[src/rtl/ccff_cfg_pkg.sv]
// ============================================================================
// Module      : ccff_cfg_pkg
// Description : Shared types and constants for the configuration-chain loader.
// Revision    : 1.0
// ============================================================================
`default_nettype none

package ccff_cfg_pkg;

    typedef enum logic [1:0] {
        ST_IDLE = 2'd0,
        ST_LOAD = 2'd1,
        ST_DONE = 2'd2
    } ccff_state_t;

    localparam int c_def_word_w    = 32;
    localparam int c_clb_chain_len = 1024;
    localparam int c_io_chain_len  = 64;

endpackage : ccff_cfg_pkg

`default_nettype wire

[src/rtl/ccff_rb_deser.sv]
// ============================================================================
// Module      : ccff_rb_deser
// Description : Collects chain-tail bits into words; flushes a left-aligned
//               partial word when the load completes.
// Revision    : 1.0
// ============================================================================
`default_nettype none

module ccff_rb_deser #(
    parameter int WORD_W = 32
) (
    input  logic              clk,
    input  logic              rst_n,
    input  logic              clear,
    input  logic              shift_en,
    input  logic              flush,
    input  logic              tail_bit,
    output logic [WORD_W-1:0] rb_data,
    output logic              rb_valid
);

    localparam int CW = $clog2(WORD_W + 1);
    localparam logic [CW-1:0] c_word_w = CW'(WORD_W);

    logic [WORD_W-1:0] r_shift;
    logic [WORD_W-1:0] w_shift_next;
    logic [CW-1:0]     r_cnt;
    logic [CW-1:0]     w_cnt_next;
    logic              w_emit;

    always_comb begin
        w_shift_next = {r_shift[WORD_W-2:0], tail_bit};
        w_cnt_next   = r_cnt + CW'(1);
        w_emit       = shift_en && ((w_cnt_next == c_word_w) || flush);
    end

    // clear has priority so an aborted load never produces another pulse
    always_ff @(posedge clk or negedge rst_n) begin
        if (!rst_n) begin
            r_shift  <= '0;
            r_cnt    <= '0;
            rb_data  <= '0;
            rb_valid <= 1'b0;
        end else begin
            rb_valid <= 1'b0;
            if (clear) begin
                r_shift <= '0;
                r_cnt   <= '0;
            end else if (w_emit) begin
                rb_data  <= w_shift_next << (c_word_w - w_cnt_next);
                rb_valid <= 1'b1;
                r_shift  <= '0;
                r_cnt    <= '0;
            end else if (shift_en) begin
                r_shift <= w_shift_next;
                r_cnt   <= w_cnt_next;
            end
        end
    end

endmodule : ccff_rb_deser

`default_nettype wire

[src/rtl/ccff_stream_loader.sv]
// ============================================================================
// Module      : ccff_stream_loader
// Description : Serialises streamed configuration words MSB-first into a
//               tile configuration chain and captures the tail as readback.
// Revision    : 1.0
// ============================================================================
`default_nettype none

module ccff_stream_loader
    import ccff_cfg_pkg::*;
#(
    parameter int WORD_W    = c_def_word_w,
    parameter int CHAIN_LEN = c_clb_chain_len,
    parameter int CNT_W     = $clog2(CHAIN_LEN + 1)
) (
    input  logic              prog_clk,
    input  logic              prog_rst_n,
    input  logic              start,
    input  logic              abort,
    input  logic [WORD_W-1:0] s_data,
    input  logic              s_valid,
    output logic              s_ready,
    output logic              ccff_head,
    input  logic              ccff_tail,
    output logic              ccff_clk_en,
    output logic [WORD_W-1:0] rb_data,
    output logic              rb_valid,
    output logic              busy,
    output logic              done
);

    localparam int BL_W  = $clog2(WORD_W + 1);
    localparam int SUM_W = CNT_W + BL_W;
    localparam logic [SUM_W-1:0] c_chain_len = SUM_W'(CHAIN_LEN);
    localparam logic [BL_W-1:0]  c_word_w    = BL_W'(WORD_W);

    ccff_state_t       r_state;
    ccff_state_t       w_state_next;
    logic [WORD_W-1:0] r_shift;
    logic [BL_W-1:0]   r_bits_left;
    logic [CNT_W-1:0]  r_bit_cnt;
    logic [SUM_W-1:0]  w_cnt_ext;
    logic [SUM_W-1:0]  w_held;
    logic              w_in_load;
    logic              w_shift_en;
    logic              w_last_bit;
    logic              w_accept;
    logic              w_clear;

    assign w_in_load  = (r_state == ST_LOAD);
    assign w_shift_en = w_in_load && (r_bits_left != '0);
    assign w_cnt_ext  = SUM_W'(r_bit_cnt);
    assign w_held     = w_cnt_ext + SUM_W'(r_bits_left);
    assign w_last_bit = ((w_cnt_ext + SUM_W'(1)) == c_chain_len);
    assign w_accept   = s_valid && s_ready;
    assign w_clear    = abort || (start && (r_state != ST_LOAD));

    always_ff @(posedge prog_clk or negedge prog_rst_n) begin
        if (!prog_rst_n) begin
            r_state <= ST_IDLE;
        end else begin
            r_state <= w_state_next;
        end
    end

    always_comb begin
        w_state_next = r_state;
        if (abort) begin
            w_state_next = ST_IDLE;
        end else begin
            case (r_state)
                ST_IDLE, ST_DONE: if (start) w_state_next = ST_LOAD;
                ST_LOAD:          if (w_shift_en && w_last_bit) w_state_next = ST_DONE;
                default:          w_state_next = ST_IDLE;
            endcase
        end
    end

    // a word may land while the last bit of the previous one shifts out
    always_comb begin
        ccff_clk_en = w_shift_en;
        s_ready     = w_in_load
                      && ((r_bits_left == '0) || ((r_bits_left == BL_W'(1)) && w_shift_en))
                      && (w_held < c_chain_len);
        busy        = w_in_load;
        done        = (r_state == ST_DONE);
    end

    always_ff @(posedge prog_clk or negedge prog_rst_n) begin
        if (!prog_rst_n) begin
            r_shift     <= '0;
            r_bits_left <= '0;
            r_bit_cnt   <= '0;
        end else if (w_clear) begin
            r_bits_left <= '0;
            r_bit_cnt   <= '0;
        end else begin
            if (w_accept) begin
                r_shift     <= s_data;
                r_bits_left <= c_word_w;
            end else if (w_shift_en) begin
                r_shift     <= r_shift << 1;
                r_bits_left <= r_bits_left - BL_W'(1);
            end
            if (w_shift_en) begin
                r_bit_cnt <= r_bit_cnt + CNT_W'(1);
            end
        end
    end

    assign ccff_head = r_shift[WORD_W-1];

    ccff_rb_deser #(
        .WORD_W (WORD_W)
    ) u_rb_deser (
        .clk      (prog_clk),
        .rst_n    (prog_rst_n),
        .clear    (w_clear),
        .shift_en (w_shift_en),
        .flush    (w_last_bit && !abort),
        .tail_bit (ccff_tail),
        .rb_data  (rb_data),
        .rb_valid (rb_valid)
    );

endmodule : ccff_stream_loader

`default_nettype wire

[config.mk]
export PLATFORM = sky130hd
export DESIGN_NAME = ccff_stream_loader
export DESIGN_NICKNAME = d
export VERILOG_FILES = /design/src/rtl/ccff_cfg_pkg.sv /design/src/rtl/ccff_rb_deser.sv /design/src/rtl/ccff_stream_loader.sv
export SDC_FILE = /design/constraint.sdc
export NUM_CORES = 1
export LEC_CHECK = 0
export CAP_MARGIN = 20
export CORE_MARGIN = 4
export CORE_UTILIZATION = 25
export CTS_CLUSTER_DIAMETER = 50
export DETAILED_ROUTE_END_ITERATION = 6
export PLACE_DENSITY = 0.44
export SETUP_SLACK_MARGIN = 0.4
export SYNTH_ARGS = -nofsm -noshare
export SYNTH_HDL_FRONTEND = slang
export SYNTH_SLANG_ARGS = --single-unit
[constraint.sdc]
create_clock -name prog_clk -period 2.9 [get_ports prog_clk]
set_input_delay 0.29 -clock prog_clk [delete_from_list [all_inputs] [get_ports prog_clk]]
set_output_delay 0.29 -clock prog_clk [all_outputs]
set_load 0.005 [all_outputs]
* After elaboration in Yosys (flattened, before gate mapping) *
Cells that the tools add are included.

word-level totals
  bits in latches = 0
  input bits = 38
  word-level logic and storage cells = 68
  ROM bits = 0
  memory bits (writable) = 0
  register bits after elaboration = 121
  memories = 0

operators by class
  multiply operators = 0
  bitwise logic cells = 1
  order comparisons = 1
  $add $sub $neg = 6
  eq/ne operators = 8
  reductions and logical operators = 24
  shift-type cells = 1
  divide/modulo/power cells = 0
  multiplexer cells = 19

operators with widths
  cell                     count
  $mux W31                 3
  $mux W32                 2
  $mux W6                  6
  $shl A32 B6 Y32          1
  $mux W11                 2
  $add A11 B1 Y12 const B  1
  $add A11 B6 Y12          1
  $eq A12 B11 Y1 const B   1
  $lt A12 B11 Y1 const B   1
  $add A11 B1 Y11 const B  1
  $logic_and A1 B1 Y1      9
  $add A6 B1 Y6 const B    1
  $eq A6 B1 Y1 const B     1
  $eq A6 B6 Y1 const B     1
  $logic_not A6 Y1         1
  $mux W2                  3
  $reduce_and A2 Y1        3
  $reduce_bool A3 Y1       2
  $reduce_bool A6 Y1       1
  $sub A6 B1 Y6 const B    1
  $sub A6 B6 Y6 const A    1
  $pmux W2 S2              1
  $reduce_bool A2 Y1       2
  $logic_or A1 B1 Y1       3
  other kinds (10)         11

* Longest topological paths before layout *
Gate-level depths: netlist of the first run.

  depth in word-level cells = 9
  mapped depth = 12
  gate-level depth less buffers = 10

* Modules after synthesis *
Synthesis of the first run repeated with hierarchy kept, for this count alone.

unflattened totals
  cell total of the unflattened synthesis = 815
  area, all modules = 7938.9 um^2

modules (own cells, without submodules)
  module              seq. area each (um^2)  times used  area each (um^2)  cells an instance
  ccff_rb_deser       1751.7                 1           4623.2            469
  ccff_stream_loader  1276.2                 1           3315.7            346

* Least setup slack after synthesis of the first run *
No wires, ideal clock.

  path type = register -> register
  start point = register u_rb_deser.r_cnt[0]
  end point = register u_rb_deser.rb_data[26]
  required time = 2771 ps
  cell stages (with the launch flop) = 11
  buffers on the path = 3
  library setup time = 129 ps
  arrival = 2565 ps
  setup slack = 206 ps
  path through = dfrtp_1 ha_1 buf_2 o31a_1 o221a_1 buf_6 nand2_2 buf_4 mux4_2 mux2i_1 o21ai_1

on the way
  longest elaborated chain between the ends = 5
  elaborated cells between the ends (all ways) = 7
  those cells by class = add/sub (2); eq/ne (1); shift (1); reduce/logical (3)

RTL lines
  element                                                RTL line             RTL
  start, declared                                        ccff_rb_deser.sv:27  logic [CW-1:0] r_cnt;
  start signal, assigned                                 ccff_rb_deser.sv:56  r_cnt <= w_cnt_next;
  $add A6 B1 Y6 *                                        ccff_rb_deser.sv:33  w_cnt_next = r_cnt + CW'(1);
  branches (longest 4 deep; another with $sub A6 B6 Y6)  --
  end signal, assigned                                   ccff_rb_deser.sv:50  rb_data <= w_shift_next << (c_word_w - w_cnt_next);
  end, declared                                          ccff_rb_deser.sv:18  output logic [WORD_W-1:0] rb_data,

Every way passes the cells marked *.
A chain may end at the register's enable or synchronous reset.

* Worst setup path after layout of the first run *
  start point = register r_bit_cnt[0]
  end point = register u_rb_deser.r_shift[10]

on the way
  longest elaborated chain between the ends = 7
  elaborated cells between the ends (all ways) = 8
  those cells by class = add/sub (1); eq/ne (1); mux (2); reduce/logical (4)

RTL lines
  element                 RTL line                   RTL
  start, declared         ccff_stream_loader.sv:41   logic [CNT_W-1:0] r_bit_cnt;
  start signal, assigned  ccff_stream_loader.sv:106  r_bit_cnt <= r_bit_cnt + CNT_W'(1);
  $add A11 B1 Y12 *       ccff_stream_loader.sv:54   assign w_last_bit = ((w_cnt_ext + SUM_W'(1)) == c_chain_len);
  $eq A12 B11 Y1 *        ccff_stream_loader.sv:54
  $logic_and A1 B1 Y1 *   ccff_stream_loader.sv:120  .flush (w_last_bit && !abort),
  $logic_or A1 B1 Y1 *    ccff_rb_deser.sv:34        w_emit = shift_en && ((w_cnt_next == c_word_w) || flush);
  $logic_and A1 B1 Y1 *   ccff_rb_deser.sv:34
  $mux W31                ccff_rb_deser.sv:49        end else if (w_emit) begin
  $mux W31                ccff_rb_deser.sv:46        if (clear) begin
  end signal, assigned    ccff_rb_deser.sv:55        r_shift <= w_shift_next;
  end, declared           ccff_rb_deser.sv:25        logic [WORD_W-1:0] r_shift;

Mark *: on every way between the ends. The rest lies on a longest branch, timed or not.

==> flow_summary.toml, run 1 <==
[worst_setup_path]
end_kind = "flip-flop"
worst_setup_path_start_kind = "flip-flop"
r2r_slack_ps = 390
crit_required_ps = 3200
timing.rr.start = "r_bit_cnt[0]"
crit_arrival_ps = 2810
crit_fanout = 32
startpoint = "r_bit_cnt[0]"
reg2reg_depth = 9
reg2reg_to = "u_rb_deser.r_shift[10]"
path_class = "flip-flop to flip-flop"
worstSetupEndpoint = "u_rb_deser.r_shift[10]"

[drt]
drtPass1Iterations = 5
drt_iter0_drc = 349
vias = 5826
totalWireLength_um = 20400
final_antenna_net_count = 0
wl_per_cell_um = 17.4
vias_per_cell = 4.97
drc_errors = 0

[floorplan]
start_util_pct = 25.6
core_area_um2 = 28100
rows = 61
fp.dieH_um = 178
io_pins = 76
die-area_um2 = 31600
die_w_um = 178

[power_and_ir_drop]
p_clk_share_pct = 43.8
seqPwrFrac_pct = 41.8
finalPower_mw = 4.87
irDropWorstVdd_mv = 0.314
switching_share_pct = 26.9
power_leakage_nw = 3.66
p_switching_mw = 1.31
combPwrFrac_pct = 14.4
p_per_area_nw_per_um2 = 514
p_int_mw = 3.56

[layout]
area_delta_synth_final_pct = 31.6
nFillCells = 2959
utilization_pct = 33.8
most-common-layout-cells = "dfrtp_1 (111), clkdlybuf4s50_1 (73), nand2_1 (71)"
drive_gt1_share_pct = 25.4
diodes = 0
area.sequential_um2 = 3040
nNetsFinal = 829
final_common_cell = "dfrtp_1"
instances_no_fill = 1172
multi_input_area_um2 = 4060

[grt]
grt.overflow.total = 0
antenna_found_initial = 0
grt_pass1_vias = 5590
grt_usage_pct = 12.7
grt_max_degree = 50
grt_pass1_wl_um = 31900

[clock_network]
cts_tree = "yes"
clock_latency_ps = 430
htreeDepth = 4
numCtsBuffers = 17
clkTransAtPathRegs_ps = 70
cts.sinks = 121
clockBufferDepth = 2
root_buffer = "clkbuf_16"

[logic_synthesis]
synth_nets = 734
yosys_most_used_dff = "dfrtp_1"
async_flop_share_pct = 100
synth_edf_count = 0
syn_area_um2 = 7200
netlist-cell-type-count = 68
syn_avg_cell_area_um2 = 10.5
synth-seq-area-share_pct = 42.0
ys_ff_latch = 121
syn_inst = 686
yosysWarnings = 0

[placed_design]
place_inst = 1115
gp_congestion = 0.828
portBuffers = 75
hpwl_um = 13500

[sta]
relSlewSlack_pct = 67.0
timing_hold_violations_final = 0
rsz0062_at_grt = "true"
report.final.slew_viol_count = 0
worst_slew_pin_slew_ps = 495
fin_setup_tns_ps = 0
fin_crit_ps = 2510
fin_skew_ps = 16.8
setup_viol = 0
fmax_ghz = 0.399
fin_crit_sh_pct = 86.5

[min_path]
hp-class = "primary input to asynchronous set/reset pin"

[job]
drv_cap = 0

[run_status]
status = "completed"
power by group through the flow:
stage / combinational, mW / sequential (mW) / clock [mW]
finish: 0.701 / 2.04 / 2.14
global route: 0.768 / 2.06 / 2.27
CTS: 0.685 / 2.03 / 2.19
detailed placement: 0.670 / 2.05 / 0
global placement: 0.667 / 2.06 / 0
floorplan: 0.473 / 2.02 / 0
layer usage:
metal / part of all wire [%] / wire, um / vias up / global-route usage [%]
met5: 0 / 0 / - / 0
met2: 46 / 9380 / 128 / 18.7
li1: - / - / 2785 / -
met1: 49 / 10000 / 2895 / 18.8
met3: 3.9 / 789 / 18 / 2.45
met4: 1.3 / 266 / 0 / 3.83
cells in the mapped netlist (11+ instances only):
cell / number / area share, %
buf_2: 14 / 0.97
clkbuf_1: 31 / 1.6
o21ai_1: 16 / 1.1
inv_1: 11 / 0.57
nand2b_1: 35 / 3.0
o221a_2: 31 / 4.8
nor2_1: 58 / 3.0
nand3_1: 14 / 0.97
mux2i_1: 14 / 1.9
o21ai_0: 17 / 1.2
dfrtp_1: 121 / 42
a22o_1: 34 / 4.1
mux4_2: 35 / 11
xor2_1: 11 / 1.3
nor3_1: 11 / 0.76
a21oi_1: 23 / 1.6
nand2_1: 73 / 3.8
stage by stage:
| step | cell area, um2 | hold slack [ps] | setup slack [ps] |
|---|---|---|---|
| finish | 9480 | 365 | 393 |
| global route | 9480 | 424 | 319 |
| CTS | 9160 | 384 | 365 |
| detailed placement | 8470 | 302 | 218 |
| global placement | 8470 | 302 | 196 |
| floorplan | 7220 | -5.59 | 372 |
flip-flops by register name, summed over array words and instances (netlist names):
register	count
r_shift	32
u_rb_deser.rb_data	32
u_rb_deser.r_shift	31
r_bit_cnt	11
r_bits_left	6
u_rb_deser.r_cnt	6
r_state	2
u_rb_deser.rb_valid	1
logic make-up (layout without fill, tap and decap cells):
kind of cell	count (synthesis)	count (layout)	share of synthesized area [%]
AOI/OAI and AO/OA	181	181	20.1
xor gates and xnor gates	20	20	2.43
adders and majority gates	10	10	1.74
buffers and inverters	65	171	4.10
DFF	121	121	42.0
muxes	52	52	13.4
and+or+nand+nor	237	239	16.2
layout make-up:
cell class                 count  area share (%)
timing repair buffer         127            13.5
inverter                      12           0.475
sequential                   121            32.1
tap                          378            4.99
clock buffer                  17            4.49
multi-input combinational    502            42.8
clock inverter                15            1.64
what timing repair did:
action | CTS | global route
hold endpoints to repair | 33 | 0
gates cloned | 1 | 5
endpoints found under the setup margin | 70 | 100
buffers inserted | 6 | 12
hold buffers | 1 | 0
gates resized for setup | 21 | 30
pin swaps | 7 | 12
worst min-delay path by stage:
stage	start	endpoint	slack (ps)	depth (start not counted)
6_report	prog_rst_n	r_shift[16]	360	2
3_5_place_dp	prog_rst_n	r_shift[16]	300	1
5_1_grt	prog_rst_n	r_shift[16]	420	2
4_1_cts	prog_rst_n	r_shift[16]	380	2
3_3_place_gp	prog_rst_n	r_shift[15]	300	1
2_1_floorplan	prog_rst_n	r_bit_cnt[0]	-6	0
critical path: stages, from the launching register on:
cell and delay, ps:
dfrtp_2 430, buf_6 140, and3_4 190, and3_4 180, or3_4 340, a2111oi_4 460
buf_4 220, nor3_4 70, buf_12 160, a22o_1 190
Power figures use the tool's default switching activity.
==> run 2, diff against run 1 <==
--- a/config.mk
+++ b/config.mk
@@ -10,7 +10,6 @@
 export CORE_UTILIZATION = 25
 export CTS_CLUSTER_DIAMETER = 50
 export DETAILED_ROUTE_END_ITERATION = 6
-export PLACE_DENSITY = 0.44
 export SETUP_SLACK_MARGIN = 0.4
 export SYNTH_ARGS = -nofsm -noshare
 export SYNTH_HDL_FRONTEND = slang
==> flow_summary.toml, run 2 (synthesis gave the netlist of run 1 again) <==
[power_and_ir_drop]
finalPower_mw = 5.07
switching_share_pct = 22.9
p_clk_share_pct = 45.7
irDropWorstVdd_mv = 0.279
p_int_mw = 3.91
combPwrFrac_pct = 13.9
power_leakage_nw = 3.72
p_switching_mw = 1.16
p_per_area_nw_per_um2 = 530
seqPwrFrac_pct = 40.3

[floorplan]
io_pins = 76
start_util_pct = 25.6
die-area_um2 = 31600
rows = 61
die_w_um = 178
core_area_um2 = 28100
fp.dieH_um = 178

[drt]
drtPass1Iterations = 5
drc_errors = 0
final_antenna_net_count = 0
vias_per_cell = 5.09
vias = 5974
drt_iter0_drc = 461
totalWireLength_um = 19400
wl_per_cell_um = 16.5

[clock_network]
htreeDepth = 4
numCtsBuffers = 17
clock_latency_ps = 430
cts.sinks = 121
root_buffer = "clkbuf_16"
cts_tree = "yes"
clkTransAtPathRegs_ps = 60
clockBufferDepth = 2

[sta]
relSlewSlack_pct = 55.9
worst_slew_pin_slew_ps = 661
fmax_ghz = 0.397
timing_hold_violations_final = 0
rsz0062_at_grt = "true"
fin_setup_tns_ps = 0
setup_viol = 0
fin_skew_ps = 12.5
report.final.slew_viol_count = 0
fin_crit_ps = 2520
fin_crit_sh_pct = 86.8

[layout]
reg_top3 = "r_shift x32, u_rb_deser.rb_data x32, u_rb_deser.r_shift x31"
most-common-layout-cells = "dfrtp_1 (112), clkdlybuf4s50_1 (73), nand2_1 (72)"
area_delta_synth_final_pct = 32.7
diodes = 0
utilization_pct = 34.0
area.sequential_um2 = 3040
drive_gt1_share_pct = 25.3
nFillCells = 2822
instances_no_fill = 1174
nNetsFinal = 834
multi_input_area_um2 = 4040
final_common_cell = "dfrtp_1"
fin_area_um2 = 9560

[worst_setup_path]
crit_fanout = 7
path_class = "flip-flop to flip-flop"
worst_setup_path_start_kind = "flip-flop"
end_kind = "flip-flop"
crit_required_ps = 3210
crit_arrival_ps = 2830

[grt]
grt.overflow.total = 0
grt_pass1_wl_um = 30600
antenna_found_initial = 0
grt_usage_pct = 12.0
grt_max_degree = 52
grt_pass1_vias = 5641

[job]
drv_cap = 0

[placed_design]
gp_congestion = 0.878
place_inst = 1113
portBuffers = 75
post_dp_cell_area_um2 = 8460
hpwl_um = 12800

[run_status]
status = "completed"

[min_path]
hp-class = "primary input to asynchronous set/reset pin"
## run 2: what timing repair did
item,CTS,global route
setup endpoints to repair,67,72
gates resized for setup,17,32
cloned,2,3
hold buffers,1,0
hold endpoints to repair,49,0
setup buffers,11,15
pin swaps,8,6
## run 2: path summary, 6_finish.rpt
path	from	to	slack, ps	cells past startpoint
setup / recovery	r_bit_cnt[1]	u_rb_deser.rb_data[18]	380	10
max in group asynchronous	prog_rst_n	r_bit_cnt[5]	1630	3
min in group prog_clk	s_data[0]	r_shift[0]	470	3
hold / removal	prog_rst_n	u_rb_deser.rb_data[23]	440	2
hold reg to reg	u_rb_deser.rb_data[2]	u_rb_deser.rb_data[2]	480	2
setup reg to reg	r_bit_cnt[1]	u_rb_deser.rb_data[18]	380	10
## run 2: through the flow
stage | hold WS [ps] | worst slack (ps)
CTS | 453 | 374
floorplan | -5.59 | 372
finish | 439 | 382
global placement | 361 | 337
detailed placement | 364 | 269
global route | 488 | 250
## run 2: worst max-delay path, stage by stage, from the launching register on
cell,delay [ps]
dfrtp_2,450
ha_4,190
and3b_2,230
o41ai_4,300
o2111ai_2,200
a2111oi_4,260
buf_4,190
o21ai_4,110
buf_12,170
and2_4,150
a31o_1,170
## run 2: routing by layer
layer / vias to the layer above / wire length (um) / track usage, %
met5: - / 0 / 0
met4: 0 / 385 / 4.32
met3: 33 / 1070 / 2.81
met2: 197 / 9100 / 18.3
met1: 2956 / 8860 / 16.7
li1: 2788 / - / -
## run 2: cell type report
class | instances | share of cell area, %
clock buffers | 20 | 4.78
flip-flops and latches | 121 | 31.8
repair buffers | 132 | 14.0
clock inverters | 9 | 1.81
inverters | 12 | 0.471
multi-input cells | 502 | 42.2
well taps | 378 | 4.95
## run 2: power groups by stage
stage | sequential, mW | clock (mW) | combinational (mW)
2_1_floorplan | 2.02 | 0 | 0.473
3_3_place_gp | 2.06 | 0 | 0.652
3_5_place_dp | 2.06 | 0 | 0.664
4_1_cts | 2.04 | 2.37 | 0.689
5_1_grt | 2.07 | 2.44 | 0.770
6_report | 2.04 | 2.32 | 0.707
==> run 3, diff against run 2 <==
--- a/config.mk
+++ b/config.mk
@@ -5,10 +5,13 @@
 export SDC_FILE = /design/constraint.sdc
 export NUM_CORES = 1
 export LEC_CHECK = 0
+export ABC_AREA = 1
 export CAP_MARGIN = 20
 export CORE_MARGIN = 4
 export CORE_UTILIZATION = 25
+export CTS_BUF_LIST = sky130_fd_sc_hd__clkbuf_16
 export CTS_CLUSTER_DIAMETER = 50
+export CTS_CLUSTER_SIZE = 16
 export DETAILED_ROUTE_END_ITERATION = 6
 export SETUP_SLACK_MARGIN = 0.4
 export SYNTH_ARGS = -nofsm -noshare
==> flow_summary.toml, run 3 <==
[layout]
instances_no_fill = 1634
reg_top3 = "r_shift x32, u_rb_deser.rb_data x32, u_rb_deser.r_shift x31"
diodes = 0
area.sequential_um2 = 3030
area_delta_synth_final_pct = 22.2
utilization_pct = 31.3
nNetsFinal = 1273
final_common_cell = "nand2_1"
drive_gt1_share_pct = 9.29
nFillCells = 3374
fin_area_um2 = 9660
most-common-layout-cells = "nand2_1 (498), nand3_1 (150), dfrtp_1 (118)"
multi_input_area_um2 = 4240

[logic_synthesis]
synth_top_cell_by_area = "dfrtp_1"
synth_most_common_cell = "nand2_1"
syn_inst = 1169
yosysWarnings = 0
yosys-top-cells-count = "nand2_1 (499), nand3_1 (150), dfrtp_1 (121)"
yosys_most_used_dff = "dfrtp_1"
syn_area_um2 = 7910
synthTopCellsByArea = "dfrtp_1 (38%), nand2_1 (24%), nand3_1 (9.5%)"
synth_nets = 1217
ys_ff_latch = 121
yosysTopAreaCellShare_pct = 38.3
synth_edf_count = 0
netlist-cell-type-count = 40
syn_avg_cell_area_um2 = 6.76
async_flop_share_pct = 100
synth-seq-area-share_pct = 38.3

[drt]
wl_met2_um = 9580
dr.max_layer_used = "met4"
drt_iter0_drc = 593
drtPass1Iterations = 5
wl_per_cell_um = 13.0
totalWireLength_um = 21200
wl_met3_um = 740
wl_met1_um = 10700
vias = 7493
drc_errors = 0
final_antenna_net_count = 0
vias_per_cell = 4.59

[sta]
timing_hold_violations_final = 0
fin_crit_ps = 2340
report.final.slew_viol_count = 0
fin_setup_tns_ps = 0
fin_crit_sh_pct = 80.7
worst_slew_pin_slew_ps = 607
postLayoutSetupSlackWorst_ps = 561
relSlewSlack_pct = 59.5
whs_ps = 380
fmax_ghz = 0.427
setup_viol = 0
fin_skew_ps = 8.75
rsz0062_at_grt = "true"

[power_and_ir_drop]
p_switching_mw = 2.38
p_int_mw = 3.89
finalPower_mw = 6.27
switching_share_pct = 37.9
seqPwrFrac_pct = 32.6
p_clk_share_pct = 33.9
p_per_area_nw_per_um2 = 649
combPwrFrac_pct = 33.6
irDropWorstVdd_mv = 0.292
power_leakage_nw = 4.72

[floorplan]
die_w_um = 186
rows = 64
start_util_pct = 25.6
fp.dieH_um = 186
io_pins = 76
die-area_um2 = 34500
core_area_um2 = 30900

[run_status]
status = "completed"

[worst_setup_path]
worst_setup_path_start_kind = "flip-flop"
end_kind = "flip-flop"
reg2reg_to = "u_rb_deser.rb_data[17]"
reg2reg_depth = 7
crit_arrival_ps = 2640
crit_fanout = 28
path_class = "flip-flop to flip-flop"
worstSetupEndpoint = "u_rb_deser.rb_data[17]"
startpoint = "r_state[0]"
timing.rr.start = "r_state[0]"
r2r_slack_ps = 560
crit_required_ps = 3200

[clock_network]
clock_latency_ps = 420
cts.sinks = 121
cts_tree = "yes"
root_buffer = "clkbuf_16"
numCtsBuffers = 17
clkTransAtPathRegs_ps = 60
clockBufferDepth = 2
htreeDepth = 4

[placed_design]
gp_congestion = 0.905
dp_worst_setup_slack_ps = 422
hpwl_um = 15000
portBuffers = 75
place_inst = 1591
post_dp_cell_area_um2 = 8870

[grt]
grt_pass1_wl_um = 34600
grt_pass1_vias = 6832
antenna_found_initial = 0
grt_max_degree = 72
grt_usage_pct = 12.1
grt.overflow.total = 0

[job]
drv_cap = 0

[min_path]
hp-class = "primary input to asynchronous set/reset pin"
## run 3: worst min-delay path by stage
stage / cells past startpoint / start / endpoint
4_1_cts: 2 / prog_rst_n / r_shift[13]
6_report: 2 / prog_rst_n / u_rb_deser.rb_data[26]
2_1_floorplan: 0 / prog_rst_n / r_bit_cnt[0]
3_3_place_gp: 1 / prog_rst_n / u_rb_deser.rb_data[23]
5_1_grt: 2 / prog_rst_n / u_rb_deser.rb_data[29]
3_5_place_dp: 1 / prog_rst_n / u_rb_deser.rb_data[23]
## run 3: kinds of logic after synthesis
kind of cell    after synthesis  synth area share (%)
simple gates                759                  41.4
buf+inv                     150                  9.41
compound gates              127                  8.86
flops                       121                  38.3
fa+ha+maj                    10                  1.58
xor+xnor                      2                 0.459
## run 3: metal layers
layer | track usage (%) | vias up
met1 | 17.6 | 3494
met5 | 0 | -
met2 | 18.4 | 123
met4 | 3.44 | 0
met3 | 2.01 | 14
li1 | - | 3862
## run 3: layout make-up
class | count | area share [%]
clock buffer | 17 | 4.40
inverter | 85 | 3.43
sequential | 121 | 31.4
clock inverter | 15 | 1.72
multi-input combinational | 901 | 43.9
tap | 396 | 5.13
timing repair buffer | 99 | 10.1
## run 3: repair_timing
action,in CTS,in global routing
endpoints found under the hold margin,31,0
pin swaps,3,3
setup buffers,3,4
hold buffers,1,0
endpoints found under the setup margin,2,108
gates cloned,0,3
gates resized for setup,4,27
## run 3: power by group through the flow
stage                     Clock (mW)  Combinational [mW]  Sequential [mW]
after detailed placement           0                2.01             2.07
after CTS                       2.18                2.03             2.04
after global placement             0                1.99             2.06
after floorplan                    0                1.59             2.04
after global routing            2.25                2.42             2.07
final                           2.13                2.10             2.04
## run 3: worst max-delay path: stages, from the launching register on
cell and delay [ps]:
dfrtp_1 400, nand2_1 180, inv_1 140, o21ai_2 340, clkinv_1 530, buf_4 410, nand3_1 160, nand2_1 60
